===== config.mk =====
export PLATFORM = sky130hd
export DESIGN_NAME = adder_entry_ctrl
export DESIGN_NICKNAME = d
export VERILOG_FILES = /design/src/rtl/adder_entry_ctrl.sv
export SDC_FILE = /design/constraint.sdc
export NUM_CORES = 1
export LEC_CHECK = 0
export ABC_AREA = 1
export BUFFER_PORTS_ARGS = -buffer_cell sky130_fd_sc_hd__buf_2
export CAP_MARGIN = 30
export CORE_MARGIN = 1.5
export CORE_UTILIZATION = 25
export CTS_CLUSTER_DIAMETER = 120
export DETAILED_ROUTE_END_ITERATION = 16
export HOLD_SLACK_MARGIN = 0.08
export PLACE_DENSITY = 0.39
export SLEW_MARGIN = 0
export SYNTH_ARGS = -nofsm -noshare
export SYNTH_HDL_FRONTEND = slang
export SYNTH_SLANG_ARGS = --single-unit

===== constraint.sdc =====
create_clock -name clock -period 2.1 [get_ports clock]
set_clock_uncertainty 0.1 [all_clocks]
set_input_delay 0 -clock clock [delete_from_list [all_inputs] [get_ports clock]]
set_output_delay 0 -clock clock [all_outputs]
set_load 0.02 [all_outputs]

===== src/rtl/adder_entry_ctrl.sv =====
// adder_entry_ctrl: debounced one-button entry of A, B and carry-in for a 2-bit adder; drives operands, latches sum, selects HEX digit codes (ports: clock/reset, sw_val, key_n, sum_in in; op_a/op_b/op_cin, digit0/digit1, state_led, done out)
module adder_entry_ctrl #(
  parameter int DEBOUNCE_CYCLES = 500000
) (
  input  logic       clock,
  input  logic       reset,
  input  logic [1:0] sw_val,
  input  logic       key_n,
  input  logic [2:0] sum_in,
  output logic [1:0] op_a,
  output logic [1:0] op_b,
  output logic       op_cin,
  output logic [3:0] digit0,
  output logic [3:0] digit1,
  output logic [3:0] state_led,
  output logic       done
);
  localparam int CW = $clog2(DEBOUNCE_CYCLES);
  typedef enum logic [2:0] {S_A, S_B, S_CIN, S_CALC, S_SHOW} state_e;
  state_e state_q, state_d;
  logic [1:0] sync_q;
  logic deb_q, deb_prev_q, press;
  logic [CW-1:0] cnt_q;
  logic [1:0] op_a_q, op_b_q;
  logic op_cin_q, done_q;
  logic [2:0] result_q;
  always_ff @(posedge clock) begin
    if (reset) begin
      sync_q     <= 2'b11;
      deb_q      <= 1'b1;
      deb_prev_q <= 1'b1;
      cnt_q      <= '0;
    end else begin
      sync_q     <= {sync_q[0], key_n};
      deb_prev_q <= deb_q;
      if (sync_q[1] == deb_q) cnt_q <= '0;
      else if (cnt_q == CW'(DEBOUNCE_CYCLES - 1)) begin
        deb_q <= sync_q[1];
        cnt_q <= '0;
      end else cnt_q <= cnt_q + CW'(1);
    end
  end
  assign press = deb_prev_q & ~deb_q;
  always_ff @(posedge clock) begin
    if (reset) state_q <= S_A;
    else state_q <= state_d;
  end
  always_comb begin
    state_d = state_q;
    case (state_q)
      S_A:     state_d = press ? S_B : S_A;
      S_B:     state_d = press ? S_CIN : S_B;
      S_CIN:   state_d = press ? S_CALC : S_CIN;
      S_CALC:  state_d = S_SHOW;
      S_SHOW:  state_d = press ? S_A : S_SHOW;
      default: state_d = S_A;
    endcase
  end
  always_ff @(posedge clock) begin
    if (reset) begin
      op_a_q   <= '0;
      op_b_q   <= '0;
      op_cin_q <= 1'b0;
      result_q <= '0;
      done_q   <= 1'b0;
    end else begin
      done_q <= state_q == S_CALC;
      if (state_q == S_CALC) result_q <= sum_in;
      if (press && state_q == S_A) op_a_q <= sw_val;
      if (press && state_q == S_B) op_b_q <= sw_val;
      if (press && state_q == S_CIN) op_cin_q <= sw_val[0];
      if (press && state_q == S_SHOW) begin
        op_a_q   <= '0;
        op_b_q   <= '0;
        op_cin_q <= 1'b0;
      end
    end
  end
  always_comb begin
    digit0    = 4'hF;
    digit1    = 4'hF;
    state_led = 4'b0000;
    case (state_q)
      S_A: begin
        digit0    = {2'b00, sw_val};
        digit1    = 4'd1;
        state_led = 4'b0001;
      end
      S_B: begin
        digit0    = {2'b00, sw_val};
        digit1    = 4'd2;
        state_led = 4'b0010;
      end
      S_CIN: begin
        digit0    = {3'b000, sw_val[0]};
        digit1    = 4'd3;
        state_led = 4'b0100;
      end
      S_SHOW: begin
        digit0    = {1'b0, result_q};
        state_led = 4'b1000;
      end
      default: ;
    endcase
  end
  assign op_a   = op_a_q;
  assign op_b   = op_b_q;
  assign op_cin = op_cin_q;
  assign done   = done_q;
endmodule


==> impl_metrics.toml <==
[job]
maxCapViolCount = 0

[pwr]
total_power_uw = 1230
ir_drop_mv = 0.313
power.density_nw_per_um2 = 597
switching_share_pct = 22.6
power_frac_comb_pct = 3.2
p_int_uw = 955
p_sw_uw = 278
pwr-share-seq_pct = 54.1
p_leak_uw = 0.000873
pwr-share-clk_pct = 42.7

[global_route]
grt.total_usage_pct = 12.2
grt_pass1_wl_um = 6980
grt_max_degree = 18
grt_antenna_before_repair = 0
grt-ovfl-total = 0
grt_pass1_vias = 1511

[route]
dr.pass1.iters = 4
vias_per_cell = 4.17
drc = 0
drt_iter0_drc = 85
num_vias = 1480
routed_wl_um = 3900
postRouteAntennaNets = 0
post_drt_wl_per_cell_um = 11.0

[cts]
clk_pin_slew_ns = 0.07
cts_tree = "yes"
insertion_delay_ns = 0.29
post-cts-setup-buffers = 0
numClockSinks = 35
ctsHoldBuffers = 8
htree_levels = 2
cts_buffer_depth = 2
ctsResizeCount = 0
cts_root_buf = "clkbuf_8"
cts-buffers-inserted = 5

[synthesis]
ys.flop_type = "dfxtp_1"
ys_types = 26
ys_async_sr_fraction_pct = 0
synth_common_cells = "nand2_1 (56), nor2_1 (44), dfxtp_1 (35)"
synth_seq_cells = 35
yosysTopAreaCell = "dfxtp_1"
netlist_area_um2 = 1690
synth_area_leaders = "dfxtp_1 (42%), nand2_1 (12%), nor2_1 (9.8%)"
yosysWarnings = 0
syn_nets = 248
post-synth-top-count-cell = "nand2_1"
synth_cells = 239
yosysTopAreaCellShare_pct = 41.5
synth_edf_count = 0
synth.avg_cell_area_um2 = 7.06
ys_seq_area_share_pct = 41.5

[sta]
period_needed_ns = 1.65
setup_viol = 0
rsz0062_at_grt = "false"
tightestPinTransition_ns = 0.332
slew_violations = 0
max-slew-margin-rel_pct = 77.6
hold_violations = 0
fmax_mhz = 607
fin_setup_tns_ns = 0
finalCritPeriodShare_pct = 78.4
holdWs_ns = 0.312
setup_slack_ns = 0.453

[finish]
nFillCells = 685
nNetsFinal = 286
drive_gt1_share_pct = 18.3
area_growth_pct = 22.4
diodes = 0

[place]
gp_congestion = 0.774
dpl_worst_slack_ns = 0.475
io_buffers = 25
dp_hpwl_um = 2930

[setup_path]
reg2reg_to = "cnt_q[16]"
crit-reg2reg-launch = "cnt_q[0]"
required_ns = 2.00
cp-end-kind = "output port"
r2r_setup_slack_ns = 0.49
ff2ff_path_depth = 8
cp.arrival_ns = 1.55
crit_fanout = 7
crit_type = "reg -> out"
cp-start-kind = "flip-flop"

[hold_path]
min_path_type = "reg -> reg"
holdPathEnd = "sync_q[1]"
hold_path_depth = 1
min_from = "sync_q[0]"

[floorplan]
core_um2 = 6420
ios = 26
fp.dieW_um = 85.1
dieArea_um2 = 7250
die_height_um = 85.1
rows = 29
start_util_pct = 26.3

[outcome]
status = "completed"
==> logic make-up after synthesis <==
family                   count (synthesis)  synth area share (%)
AND/OR/NAND/NOR                        131                  36.2
AO/OA/AOI/OAI                           28                  8.68
buffers and inverters                   36                  8.68
adder cells (fa/ha/maj)                  1                 0.742
XOR/XNOR                                 8                  4.15
flip-flops                              35                  41.5
==> worst max-delay path by stage <==
| stage | startpoint | to | slack (ns) | depth (start not counted) |
|---|---|---|---|---|
| after CTS | state_q[2] | digit0[1] | 0.44 | 5 |
| after global routing | state_q[2] | digit0[1] | 0.27 | 5 |
| final | state_q[2] | digit0[1] | 0.45 | 5 |
| after floorplan | state_q[0] | op_a[0] | 0.57 | 7 |
| after detailed placement | cnt_q[0] | cnt_q[16] | 0.47 | 8 |
| after global placement | cnt_q[0] | cnt_q[16] | 0.51 | 8 |
==> critical path, stage by stage (launching register included) <==
cell	delay, ns
dfxtp_1	0.46
inv_1	0.11
nor2_1	0.27
nand2_1	0.08
o311ai_0	0.12
buf_2	0.23
==> power by group through the flow <==
stage,Combinational [µW],Clock (µW),Sequential (µW)
3_3_place_gp,28.9,0,682
4_1_cts,40.3,555,667
5_1_grt,43.7,580,667
3_5_place_dp,29.0,0,682
2_1_floorplan,15.2,0,682
6_report,39.5,526,667
==> cells in the final DEF, fill, tap and decap left out <==
cell           synthesis  final
xnor2_1                4      4
nand2_2                1      1
nand3_1                9      9
clkinv_4               0      1
clkbuf_8               0      6
or2_2                  3      3
a21oi_1               15     15
nand3_2                2      2
xor2_1                 4      4
nand2_1               56     56
ha_1                   1      1
clkbuf_1               0      1
buf_2                  0     25
or2_0                  1      1
nor2_1                44     44
nand3_4                1      1
o311ai_0               1      1
nor3_2                 2      2
inv_2                  1      1
nand4_1                2      2
a211oi_1               1      1
o21ai_0               11     11
inv_1                 33     33
nand3b_1               1      1
nand2_4                2      2
nor2_2                 4      4
dfxtp_1               35     35
nor2_4                 3      3
dlygate4sd3_1          0      8
==> through the flow <==
stage	std cells	util, %	instance area (µm²)
finish	355	32.1	2060
global route	355	32.1	2060
CTS	355	32.1	2060
detailed placement	339	29.4	1890
global placement	339	29.4	1890
floorplan	239	-	1690
==> registers in the layout, summed over array words and instances (netlist names) <==
| name | flops |
|---|---|
| cnt_q | 19 |
| result_q | 3 |
| state_q | 3 |
| op_a | 2 |
| op_b | 2 |
| sync_q | 2 |
| deb_prev_q | 1 |
| deb_q | 1 |
| done | 1 |
| op_cin | 1 |
==> routing by layer <==
layer  share of wire, %  wire (µm)  vias to the layer above  global-route usage, %
li1                   -          -                      815                      -
met1                 51       1990                      633                   16.0
met2                 44       1730                       28                   19.6
met3                3.4        131                        4                   2.82
met4                1.2         46                        0                   4.62
met5                  0          0                        -                      0
==> area by class of cell <==
class | count | area, µm² | area share (%)
clock inverter | 1 | 8.76 | 0.424
tap | 77 | 96.3 | 4.67
timing repair buffer | 33 | 205 | 9.94
inverter | 34 | 128 | 6.18
clock buffer | 7 | 86.3 | 4.18
multi-input combinational | 168 | 840 | 40.7
sequential | 35 | 701 | 33.9
Power figures use the tool's default switching activity.
